===== src/rtl/i2c_req_arbiter.sv =====
//------------------------------------------------------------------------------
// Module      : i2c_req_arbiter
// Description : Round-robin arbiter/sequencer sharing one i2c_master between
//               NUM_REQ requesters, with start and busy timeouts.
// Revision    : 1.0
//------------------------------------------------------------------------------
`default_nettype none

module i2c_req_arbiter #(
    parameter int NUM_REQ        = 3,
    parameter int START_WAIT     = 16,
    parameter int TIMEOUT_CYCLES = 4096
) (
    input  logic                 clk,
    input  logic                 areset,
    input  logic [NUM_REQ-1:0]   req,
    input  logic [7*NUM_REQ-1:0] req_addr,
    input  logic [8*NUM_REQ-1:0] req_wdata,
    input  logic [NUM_REQ-1:0]   req_rw,
    output logic [NUM_REQ-1:0]   gnt,
    output logic [NUM_REQ-1:0]   done,
    output logic [NUM_REQ-1:0]   err,
    output logic [7:0]           rdata,
    output logic [6:0]           m_addr,
    output logic [7:0]           m_data_in,
    output logic                 m_rw,
    output logic                 m_enable,
    input  logic [7:0]           m_data_out,
    input  logic                 m_busy
);

    localparam int IW = $clog2(NUM_REQ);
    localparam int CW = $clog2(TIMEOUT_CYCLES);

    localparam logic [2:0] S_IDLE   = 3'd0;
    localparam logic [2:0] S_LAUNCH = 3'd1;
    localparam logic [2:0] S_WAIT   = 3'd2;
    localparam logic [2:0] S_RUN    = 3'd3;
    localparam logic [2:0] S_FINISH = 3'd4;

    logic [2:0]         r_state;
    logic [2:0]         w_nstate;
    logic [IW-1:0]      r_idx;
    logic [IW-1:0]      r_last;
    logic [CW-1:0]      r_cnt;
    logic [CW-1:0]      w_cnt_inc;
    logic               r_tout;
    logic [NUM_REQ-1:0] r_gnt;
    logic [NUM_REQ-1:0] r_done;
    logic [NUM_REQ-1:0] r_err;
    logic               r_men;
    logic [7:0]         r_rdata;
    logic [6:0]         r_maddr;
    logic [7:0]         r_mdata;
    logic               r_mrw;

    logic               w_go;
    logic [IW-1:0]      w_pick;
    logic [NUM_REQ-1:0] w_pick_oh;
    logic [NUM_REQ-1:0] w_idx_oh;
    logic [NUM_REQ-1:0] w_gnt_d;
    logic [NUM_REQ-1:0] w_done_d;
    logic [NUM_REQ-1:0] w_err_d;
    logic               w_men_d;

    assign w_go      = (|req) && !m_busy;
    assign w_cnt_inc = (&r_cnt) ? r_cnt : r_cnt + 1'b1;
    assign w_pick_oh = {{(NUM_REQ-1){1'b0}}, 1'b1} << w_pick;
    assign w_idx_oh  = {{(NUM_REQ-1){1'b0}}, 1'b1} << r_idx;

    // Scan upward from the requester after the last one served, wrapping.
    always_comb begin
        int p;
        logic found;
        p      = 0;
        found  = 1'b0;
        w_pick = r_last;
        for (int k = 1; k <= NUM_REQ; k++) begin
            p = int'(r_last) + k;
            if (p >= NUM_REQ) p = p - NUM_REQ;
            if (!found && req[p]) begin
                found  = 1'b1;
                w_pick = IW'(p);
            end
        end
    end

    always_comb begin
        w_nstate = r_state;
        case (r_state)
            S_IDLE:   if (w_go) w_nstate = S_LAUNCH;
            S_LAUNCH: w_nstate = S_WAIT;
            S_WAIT: begin
                if (m_busy)                               w_nstate = S_RUN;
                else if (r_cnt == CW'(START_WAIT - 1))    w_nstate = S_FINISH;
            end
            S_RUN: begin
                if (!m_busy)                              w_nstate = S_FINISH;
                else if (r_cnt == CW'(TIMEOUT_CYCLES - 1)) w_nstate = S_FINISH;
            end
            S_FINISH: w_nstate = S_IDLE;
            default:  w_nstate = S_IDLE;
        endcase
    end

    always_comb begin
        w_gnt_d  = r_gnt;
        w_done_d = '0;
        w_err_d  = '0;
        w_men_d  = 1'b0;
        case (r_state)
            S_IDLE:   if (w_go) w_gnt_d = w_pick_oh;
            S_LAUNCH: w_men_d = 1'b1;
            S_FINISH: begin
                w_gnt_d  = '0;
                w_done_d = w_idx_oh;
                w_err_d  = r_tout ? w_idx_oh : '0;
            end
            default: ;
        endcase
    end

    always_ff @(posedge clk) begin
        if (areset) begin
            r_state <= S_IDLE;
            r_idx   <= '0;
            r_last  <= IW'(NUM_REQ - 1);
            r_cnt   <= '0;
            r_tout  <= 1'b0;
            r_gnt   <= '0;
            r_done  <= '0;
            r_err   <= '0;
            r_men   <= 1'b0;
            r_rdata <= '0;
            r_maddr <= '0;
            r_mdata <= '0;
            r_mrw   <= 1'b0;
        end else begin
            r_state <= w_nstate;
            r_gnt   <= w_gnt_d;
            r_done  <= w_done_d;
            r_err   <= w_err_d;
            r_men   <= w_men_d;
            case (r_state)
                S_IDLE: begin
                    if (w_go) begin
                        r_idx   <= w_pick;
                        r_maddr <= req_addr[7*int'(w_pick) +: 7];
                        r_mdata <= req_wdata[8*int'(w_pick) +: 8];
                        r_mrw   <= req_rw[w_pick];
                        r_tout  <= 1'b0;
                    end
                end
                S_LAUNCH: r_cnt <= '0;
                S_WAIT: begin
                    if (m_busy) begin
                        r_cnt <= '0;
                    end else begin
                        r_cnt <= w_cnt_inc;
                        if (r_cnt == CW'(START_WAIT - 1)) r_tout <= 1'b1;
                    end
                end
                S_RUN: begin
                    if (!m_busy) begin
                        if (r_mrw) r_rdata <= m_data_out;
                    end else begin
                        r_cnt <= w_cnt_inc;
                        if (r_cnt == CW'(TIMEOUT_CYCLES - 1)) r_tout <= 1'b1;
                    end
                end
                S_FINISH: r_last <= r_idx;
                default: ;
            endcase
        end
    end

    assign gnt       = r_gnt;
    assign done      = r_done;
    assign err       = r_err;
    assign rdata     = r_rdata;
    assign m_addr    = r_maddr;
    assign m_data_in = r_mdata;
    assign m_rw      = r_mrw;
    assign m_enable  = r_men;

endmodule

`default_nettype wire


===== config.mk =====
export PLATFORM = sky130hd
export DESIGN_NAME = i2c_req_arbiter
export DESIGN_NICKNAME = d
export VERILOG_FILES = /design/src/rtl/i2c_req_arbiter.sv
export SDC_FILE = /design/constraint.sdc
export NUM_CORES = 1
export LEC_CHECK = 0
export CAP_MARGIN = 40
export CORE_MARGIN = 3
export CORE_UTILIZATION = 45
export CTS_CLUSTER_SIZE = 25
export DETAILED_ROUTE_END_ITERATION = 8
export PLACE_DENSITY = 0.8
export RECOVER_POWER = 50
export SYNTH_ARGS = -nofsm -noshare
export SYNTH_HDL_FRONTEND = slang
export SYNTH_SLANG_ARGS = --single-unit

===== constraint.sdc =====
create_clock -name clk -period 3.1 [get_ports clk]
set_clock_uncertainty 0.15 [all_clocks]
set_input_delay 0.775 -clock clk [delete_from_list [all_inputs] [get_ports clk]]
set_output_delay 0.775 -clock clk [all_outputs]
set_load 0.03 [all_outputs]

==> flow_metrics.tcl <==
set metrics [dict create \
    setup_tns_ns 0 \
    cts_resized 0 \
    ctsHoldBuffers 0 \
    layout_min_cycle_time_ns 2.80 \
    period_share_pct 90.3 \
    fp.dieW_um 83.9 \
    grt_use_total_pct 19.7 \
    synth.distinct_cells 50 \
    grt_use_met1_pct 24.0 \
    syn_inst 329 \
    grt_start_max_net_pins 30 \
    dp_slack_ns -0.00444 \
    fmax_mhz 357 \
    die_area_um2 7040 \
    cts_root_buf "clkbuf_8" \
    hold_viol_final 0 \
    worstPathMaxFanout 19 \
    port_buffers 95 \
    global_route.usage.met2_pct 33.8 \
    p_seq_share_pct 42.8 \
    layout_commonest_cell "clkdlybuf4s50_1" \
    clockBufferDepth 2 \
    drc 0 \
    ys_seq_elements 54 \
    cts_tree "done" \
    layout-drive-gt1-share_pct 5.69 \
    tightest_slew_ns 1.08 \
    p_per_area_nw_per_um2 482 \
    p_clk_share_pct 26.6 \
    synth_top_area_share_pct 39.6 \
    p_total_w 0.00187 \
    crit_type "register to register" \
    synth.avg_cell_area_um2 8.31 \
    synth.yosys.seq_area_share_pct 39.6 \
    dr.pass1.iters 4 \
    hp-class "register to register" \
    cp-end-kind "register" \
    postRouteAntennaNets 0 \
    io_pins 96 \
    layout_common_cells "clkdlybuf4s50_1, nor2_1, dfxtp_1, nand2_1" \
    outcome "completed" \
    p_leak_nw 1.49 \
    relSlewSlack_pct 27.9 \
    vias 2721 \
    cts_htree_levels 2 \
    dpl.hpwl_um 5260 \
    post-cts-setup-buffers 0 \
    reg2reg_depth 9 \
    hold_depth 2 \
    wl_per_cell_um 14.2 \
    clock_latency_ns 0.32 \
    setup_ws_ns 0.301 \
    startpoint_type "register" \
    p_sw_w 0.000603 \
    grt_pass1_wl_um 11600 \
    synthTopCellsByArea "dfxtp_1, mux2i_1, nor2_1" \
    rsz0062_at_grt "false" \
    use_met3_pct 4.15 \
    nNetsFinal 487 \
    netlist_area_um2 2730 \
    crit_arrival_ns 2.85 \
    synth_area_leader_cell "dfxtp_1" \
    ir_drop_mv 0.248 \
    floorplan.initialDensity_pct 48.1 \
    p_comb_share_pct 30.6 \
    cts_buffers 5 \
    diodes 0 \
    switching_share_pct 32.3 \
    overflow 0 \
    viasPerCell 5.51 \
    gp_congestion 0.857 \
    grt_antenna_before_repair 0 \
    ys_warn_count 0 \
    cts.sinks 54 \
    critPathRequiredTime_ns 3.15 \
    num_rows 27 \
    drv_slew 0 \
    die_h_um 83.9 \
    clkTransAtPathRegs_ns 0.10 \
    p_int_w 0.00126 \
    top_usage_layer "met2" \
    drt-total-wl_um 7000 \
    coreArea_um2 5680 \
    syn_nets 395 \
    final.fill_count 451 \
    maxCapViolations 0 \
    drt_iter0_markers 126 \
    syn2layout_area_growth_pct 41.8 \
    grt_pass1_vias 2534 \
    setup_viol 0 \
]
[power by group through the flow]
stage | Combinational, W | Sequential, W | Clock (W)
2_1_floorplan | 0.000261 | 0.000890 | 0
3_5_place_dp | 0.000582 | 0.000815 | 0
6_report | 0.000570 | 0.000799 | 0.000496
5_1_grt | 0.000619 | 0.000808 | 0.000530
4_1_cts | 0.000584 | 0.000800 | 0.000508
3_3_place_gp | 0.000567 | 0.000814 | 0
[logic make-up (layout without fill, tap and decap cells)]
group | Yosys count | count (layout) | share of synthesized area [%]
XOR/XNOR | 8 | 8 | 2.56
adder cells (fa/ha/maj) | 4 | 4 | 1.83
multiplexers | 27 | 27 | 10.1
AO/OA/AOI/OAI | 65 | 65 | 16.5
AND/OR/NAND/NOR | 145 | 145 | 24.9
buffers and inverters | 26 | 119 | 4.58
flip-flops | 54 | 54 | 39.6
[synthesized netlist by cell type (all sizes together)]
cell / instances
inv: 6
and3b: 1
nand3: 12
or3: 3
nor3: 4
dfxtp: 54
nor2b: 3
a31oi: 2
a211oi: 1
nand3b: 3
and3: 3
xnor2: 5
buf: 8
mux2: 1
a32oi: 2
a31o: 2
mux2i: 26
ha: 4
nor4b: 4
nor4: 4
nor2: 67
o21ai: 8
a311o: 1
o41ai: 2
o21ba: 1
a221o: 1
nand2: 27
nor3b: 1
o211ai: 2
or2: 1
o22ai: 1
nand4: 2
a32o: 1
o21a: 2
clkbuf: 12
and2: 4
a21oi: 24
o32ai: 14
xor2: 3
a211o: 1
nand2b: 5
nand4b: 1
[metal layers]
metal  share of wire [%]  vias up
met1                  43     1266
met2                  50       88
met3                 5.5       13
met4                 2.4        0
met5                   0        -
li1                    -     1354
[final cells by class]
| cell class | instances | area, um^2 | share of cell area, % |
|---|---|---|---|
| Clock buffer | 5 | 68.8 | 1.78 |
| Clock inverter | 3 | 47.5 | 1.23 |
| Inverter | 6 | 22.5 | 0.581 |
| Multi-Input combinational cell | 249 | 1540 | 39.6 |
| Sequential cell | 54 | 1080 | 27.9 |
| Tap cell | 72 | 90.1 | 2.33 |
| Timing Repair Buffer | 105 | 1030 | 26.6 |
[worst paths after layout]
| check | start | end | slack [ns] |
|---|---|---|---|
| worst max-delay path | r_last[0]$_SDFFE_PP0P_ | m_addr[2]$_SDFFE_PP0P_ | 0.30 |
| worst min-delay path | gnt[0]$_SDFFE_PP0P_ | gnt[0]$_SDFFE_PP0P_ | 0.32 |
| worst max register to register | r_last[0]$_SDFFE_PP0P_ | m_addr[2]$_SDFFE_PP0P_ | 0.30 |
| worst min register to register | gnt[0]$_SDFFE_PP0P_ | gnt[0]$_SDFFE_PP0P_ | 0.32 |
[critical path, stage by stage, from the launching register on]
cell	delay (ns)
dfxtp_1	0.40
inv_1	0.10
ha_1	0.47
mux2_4	0.33
a221o_1	0.30
a211oi_2	0.21
or2_1	0.17
buf_12	0.18
mux2i_1	0.26
o32ai_1	0.12
[metrics by stage]
stage	hold slack [ns]	area, um^2	utilization, %	std cells
6_report	0.320	3870	68.3	494
5_1_grt	0.334	3870	68.3	494
4_1_cts	0.322	3890	68.5	494
3_5_place_dp	0.309	3770	66.4	486
3_3_place_gp	0.304	3760	66.2	485
2_1_floorplan	0.309	2730	-	329
[registers in the layout, indices dropped and copies added (netlist names)]
name	flops
m_rw	1
rdata	8
done	3
gnt	3
r_tout	1
err	3
r_state	3
r_last	2
r_idx	2
m_enable	1
m_data_in	8
m_addr	7
r_cnt	12
Note: power is estimated with default switching activity, not from simulation.
